File: config.mk
export PLATFORM = sky130hd
export DESIGN_NAME = vram_fill_arbiter
export DESIGN_NICKNAME = d
export VERILOG_FILES = /design/src/rtl/vram_fill_arbiter.sv
export SDC_FILE = /design/constraint.sdc
export NUM_CORES = 1
export LEC_CHECK = 0
export BUFFER_PORTS_ARGS = -buffer_cell sky130_fd_sc_hd__buf_2
export CORE_MARGIN = 8
export CORE_UTILIZATION = 35
export CTS_BUF_LIST = sky130_fd_sc_hd__clkbuf_4
export DETAILED_ROUTE_END_ITERATION = 8
export PLACE_DENSITY = 0.67
export SLEW_MARGIN = 10
export SYNTH_ARGS = -nofsm -noshare
export SYNTH_HDL_FRONTEND = slang
export SYNTH_SLANG_ARGS = --single-unit
export TNS_END_PERCENT = 10
File: constraint.sdc
create_clock -name write_clk -period 1.7 [get_ports write_clk]
set_input_delay 0.17 -clock write_clk [delete_from_list [all_inputs] [get_ports write_clk]]
set_output_delay 0.17 -clock write_clk [all_outputs]
set_load 0.01 [all_outputs]
File: src/rtl/vram_fill_arbiter.sv
// vram_fill_arbiter: copies the image ROM into video RAM and shares the
// single RAM write port with a host writer using slot reservation.
module vram_fill_arbiter #(
  parameter int ADDR_W   = 11,
  parameter int ROM_AW   = 12,
  parameter int DATA_W   = 8,
  parameter int ROM_LAT  = 1,
  parameter int FILL_LEN = 2048,
  parameter int ROM_BASE = 0
) (
  input  logic              write_clk,
  input  logic              rst,
  input  logic              start,
  output logic              busy,
  output logic              done,
  output logic [ROM_AW-1:0] rom_ad,
  input  logic [DATA_W-1:0] rom_data,
  input  logic              host_valid,
  input  logic [ADDR_W-1:0] host_ad,
  input  logic [DATA_W-1:0] host_data,
  output logic              host_ready,
  output logic              wr_ce,
  output logic [ADDR_W-1:0] wr_ad,
  output logic [DATA_W-1:0] wr_data
);

  typedef enum logic [1:0] {
    S_IDLE,
    S_FILL,
    S_DRAIN
  } state_t;

  localparam logic [ADDR_W-1:0] LAST =
    ADDR_W'(FILL_LEN - 1);
  localparam logic [ROM_AW-1:0] BASE =
    ROM_AW'(ROM_BASE);
  localparam logic [ROM_LAT-1:0] HEAD =
    ROM_LAT'(1) << (ROM_LAT - 1);

  state_t              r_state;
  logic [ADDR_W-1:0]   r_i;
  logic [ROM_AW-1:0]   r_rom_ad;
  logic                r_busy;
  logic                r_done;
  logic                r_hstarve;
  logic [ROM_LAT-1:0]  r_v;
  logic [ADDR_W-1:0]   r_tag [ROM_LAT];
  logic                r_wr_ce;
  logic [ADDR_W-1:0]   r_wr_ad;
  logic [DATA_W-1:0]   r_wr_data;

  logic w_arrive;
  logic w_accept;
  logic w_issue;
  logic w_rest_empty;

  assign w_arrive     = r_v[ROM_LAT-1];
  assign host_ready   = rst && !w_arrive;
  assign w_accept     = host_valid && host_ready;
  assign w_issue      = (r_state == S_FILL) && !r_hstarve;
  // Only the word arriving now (if any) is still outstanding.
  assign w_rest_empty = (r_v & ~HEAD) == '0;

  always_ff @(posedge write_clk or negedge rst) begin
    if (!rst) begin
      r_state  <= S_IDLE;
      r_i      <= '0;
      r_rom_ad <= BASE;
      r_busy   <= 1'b0;
      r_done   <= 1'b0;
    end else begin
      r_done <= 1'b0;
      unique case (r_state)
        S_IDLE: begin
          if (start) begin
            r_state  <= S_FILL;
            r_busy   <= 1'b1;
            r_i      <= '0;
            r_rom_ad <= BASE;
          end
        end
        S_FILL: begin
          if (w_issue) begin
            r_i      <= r_i + 1'b1;
            r_rom_ad <= r_rom_ad + 1'b1;
            if (r_i == LAST)
              r_state <= S_DRAIN;
          end
        end
        S_DRAIN: begin
          if (w_rest_empty) begin
            r_done  <= 1'b1;
            r_busy  <= 1'b0;
            r_state <= S_IDLE;
          end
        end
        default: r_state <= S_IDLE;
      endcase
    end
  end

  always_ff @(posedge write_clk or negedge rst) begin
    if (!rst) begin
      r_v <= '0;
      for (int k = 0; k < ROM_LAT; k++)
        r_tag[k] <= '0;
    end else begin
      r_v[0]   <= w_issue;
      r_tag[0] <= r_i;
      for (int k = 1; k < ROM_LAT; k++) begin
        r_v[k]   <= r_v[k-1];
        r_tag[k] <= r_tag[k-1];
      end
    end
  end

  // A host blocked by a copy slot reserves the next free slot.
  always_ff @(posedge write_clk or negedge rst) begin
    if (!rst)
      r_hstarve <= 1'b0;
    else if (host_valid && w_arrive)
      r_hstarve <= 1'b1;
    else if (w_accept)
      r_hstarve <= 1'b0;
  end

  always_ff @(posedge write_clk or negedge rst) begin
    if (!rst) begin
      r_wr_ce   <= 1'b0;
      r_wr_ad   <= '0;
      r_wr_data <= '0;
    end else begin
      unique case (1'b1)
        w_arrive: begin
          r_wr_ce   <= 1'b1;
          r_wr_ad   <= r_tag[ROM_LAT-1];
          r_wr_data <= rom_data;
        end
        w_accept: begin
          r_wr_ce   <= 1'b1;
          r_wr_ad   <= host_ad;
          r_wr_data <= host_data;
        end
        default: r_wr_ce <= 1'b0;
      endcase
    end
  end

  assign busy    = r_busy;
  assign done    = r_done;
  assign rom_ad  = r_rom_ad;
  assign wr_ce   = r_wr_ce;
  assign wr_ad   = r_wr_ad;
  assign wr_data = r_wr_data;

endmodule

==> flow_metrics.tcl <==
set metrics [dict create \
    outcome "finished, final reports clean" \
    cts_htree_levels 3 \
    ff2ff_path_depth 4 \
    port_buffers 65 \
    detail_routed_net_length_per_standard_cell_um 15.1 \
    post_cts_buffers 0 \
    pwr_density_cell_mw_per_mm2 1490 \
    timing.final.hold_violations 0 \
    synth_instances 224 \
    antenna_diode_count 0 \
    internal_power_mw 3.10 \
    num_vias 2050 \
    die_y_um 102 \
    power.clock.fraction_pct 21.0 \
    area_of_the_mapped_netlist_mm2 0.00261 \
    cp_data_required_time_ns 2.01 \
    grt_antenna_before_repair 0 \
    routability_congestion_estimate_from_global_placement 0.796 \
    arrival_ns 2.00 \
    die-area_mm2 0.0105 \
    synth-edff-count 0 \
    yosys.cell_count.top_type "dfrtp_1" \
    finalNetCount 340 \
    timing_worst_slew_pin_value_ns 0.745 \
    worst_hold_slack_ns 0.0210 \
    antenna_violating_nets_post_route 0 \
    place_ws_ns 0.0280 \
    sw_frac_of_total_pct 36.5 \
    synthesis.nets 257 \
    tritoncts "built" \
    rsz0062_at_grt "yes" \
    min_period_ns 1.69 \
    postSynthRegisterBits 60 \
    initial_core_util_pct 35.9 \
    tritoncts.num_buffers 9 \
    path_clk_slew_ns 0.11 \
    chipWidth_um 102 \
    finalWirelength_um 6220 \
    setup_slack_ns 0.00935 \
    hold_path_class "primary input to register" \
    synthesis.area_per_instance_um2 11.6 \
    clock_path_buffers 2 \
    timing.clock.skew_ns 0.0169 \
    synthArstFlopShare_pct 100 \
    pin_count 66 \
    ir_worst_vdd_mv 0.716 \
    synth.distinct_cells 40 \
    synth_commonest_cells "dfrtp_1 (60), a22o_1 (20), a21o_1 (19)" \
    report.final.setup_viol 0 \
    critPathMaxFanout 10 \
    worst-setup-path-type "register to register" \
    clock-root-buffer "clkbuf_4" \
    cts.sinks 60 \
    areaGrowthSynthToFinish_pct 25.9 \
    clkLatencyLatePin_ns 0.41 \
    power_switching_mw 1.78 \
    hold_depth 2 \
    report.final.slew_viol_count 0 \
    timing.slew.headroom_pct 50.3 \
    row_count 31 \
    leakage_nw 1.69 \
    final_layout_size_suffix_gt1_share_pct 34.0 \
    drv.max_cap_violation_count 0 \
    netlist.area_leader.share_pct 57.6 \
    number_of_detailed_route_iterations_in_the_first_pass 4 \
    fin_crit_sh_pct 99.4 \
    reg2reg_setup_slack_ns 0.009 \
    primary_ff_master_synth "dfrtp_1" \
    groute.usage.overall_pct 12.7 \
    synth.yosys.seq_area_share_pct 57.6 \
    gr-total-overflow 0 \
    power.share.sequential_pct 47.9 \
    synth.area.top_cells "dfrtp_1 (58%), a22o_1 (6.7%), a21o_1 (5.5%), nand2_1 (2.6%), nor2_1 (2.4%)" \
    placeableCoreArea_mm2 0.00725 \
    drc 0 \
    post_drt_via_cell_ratio 4.99 \
    comb_power_share_pct 31.1 \
    hpwl_um 4480 \
    largest_net_degree_at_the_start_of_global_routing 61 \
    timing.critical_path.to_type "register" \
    yosys_warnings 0 \
    detail_route.iter0.violations 81 \
    startpoint_type "register" \
    global_route_wire_length_before_repair_um 10300 \
    maxClockFrequency_ghz 0.591 \
    first_global_vias 2059 \
    finalCoreUtilization_pct 45.3 \
    post-synth-top-area-cell "dfrtp_1" \
]
[worst max-delay path: stages, from the launching register on]
cell and delay, ns:
dfrtp_1 0.49, nand2b_4 0.22, a2111oi_4 0.52, a31oi_1 0.15
a41o_1 0.21
[final timing paths]
kind,start,end
worst max-delay path,r_state[0],rom_ad[7]
worst min-delay path,host_valid,r_hstarve
worst max register to register,r_state[0],rom_ad[7]
worst min register to register,r_i[10],r_tag[10]
max in group asynchronous,rst,r_v
min in group asynchronous,rst,rom_ad[4]
[per-stage QoR]
stage | total power, mW | std cells | TNS (ns) | area, um^2
floorplan | 3.20 | 224 | 0 | 2610
global placement | 3.83 | 394 | 0 | 3130
detailed placement | 3.90 | 394 | 0 | 3130
CTS | 4.94 | 411 | 0 | 3280
global route | 5.25 | 411 | -0.370 | 3280
finish | 4.88 | 411 | 0 | 3280
[final cells by class]
type	count	area (um^2)
fillers	695	3970
flip-flops and latches	60	1500
multi-input cells	149	1040
repair buffers	82	455
well taps	99	124
clock inverters	7	75.1
clock buffers	9	67.6
inverters	5	18.8
[cells in the final DEF, fill, tap and decap left out, types with 3 or more instances in the layout]
| master | synthesis | routed |
|---|---|---|
| clkinv_4 | 0 | 3 |
| xnor2_1 | 4 | 4 |
| nand4_1 | 7 | 7 |
| clkbuf_4 | 0 | 9 |
| a21o_1 | 19 | 19 |
| mux2i_1 | 3 | 3 |
| o31ai_1 | 3 | 3 |
| dfrtp_1 | 60 | 59 |
| buf_4 | 0 | 16 |
| a22o_1 | 20 | 20 |
| o21ai_0 | 5 | 5 |
| nor2b_1 | 3 | 3 |
| nand2_1 | 18 | 18 |
| xor2_1 | 4 | 4 |
| inv_1 | 5 | 5 |
| nor2_1 | 17 | 17 |
| nand3_1 | 7 | 7 |
| a21oi_1 | 7 | 7 |
| buf_2 | 2 | 65 |
| nand2b_1 | 3 | 3 |
[metal layers]
layer	GRT usage [%]	wire length, um	vias to the layer above	part of all wire [%]
met4	5.42	76	0	1.2
met2	19.4	2800	71	45
li1	-	-	986	-
met5	0	0	-	0
met1	15.7	2790	983	45
met3	4.56	557	10	9.0
[flip-flops by register name (all words and copies together), names as in the netlist]
register and cells:
wr_ad 11, done 1, busy 1, r_hstarve 1
rom_ad 12, r_v 1, wr_ce 1, r_i 11
r_state 2, r_tag 11, wr_data 8
[cells by family after synthesis]
kind of cell	Yosys count	share of synthesized area [%]
flip-flops	60	57.6
AO/OA/AOI/OAI	65	20.7
buffers and inverters	15	2.54
adder cells (fa/ha/maj)	2	0.960
multiplexers	3	1.15
AND/OR/NAND/NOR	71	14.3
XOR/XNOR	8	2.69
[power by group through the flow]
stage | logic (mW) | registers [mW] | clock network (mW)
finish | 1.52 | 2.34 | 1.03
global route | 1.69 | 2.42 | 1.14
CTS | 1.54 | 2.34 | 1.06
detailed placement | 1.53 | 2.37 | 0
global placement | 1.51 | 2.32 | 0
floorplan | 0.779 | 2.42 | 0
[repair_timing]
item / CTS / global route
endpoints found under the hold margin: 2 / 0
resized for setup: 0 / 1
setup endpoints to repair: 0 / 9
hold buffers: 1 / 0
(Power assumes the default switching activity.)
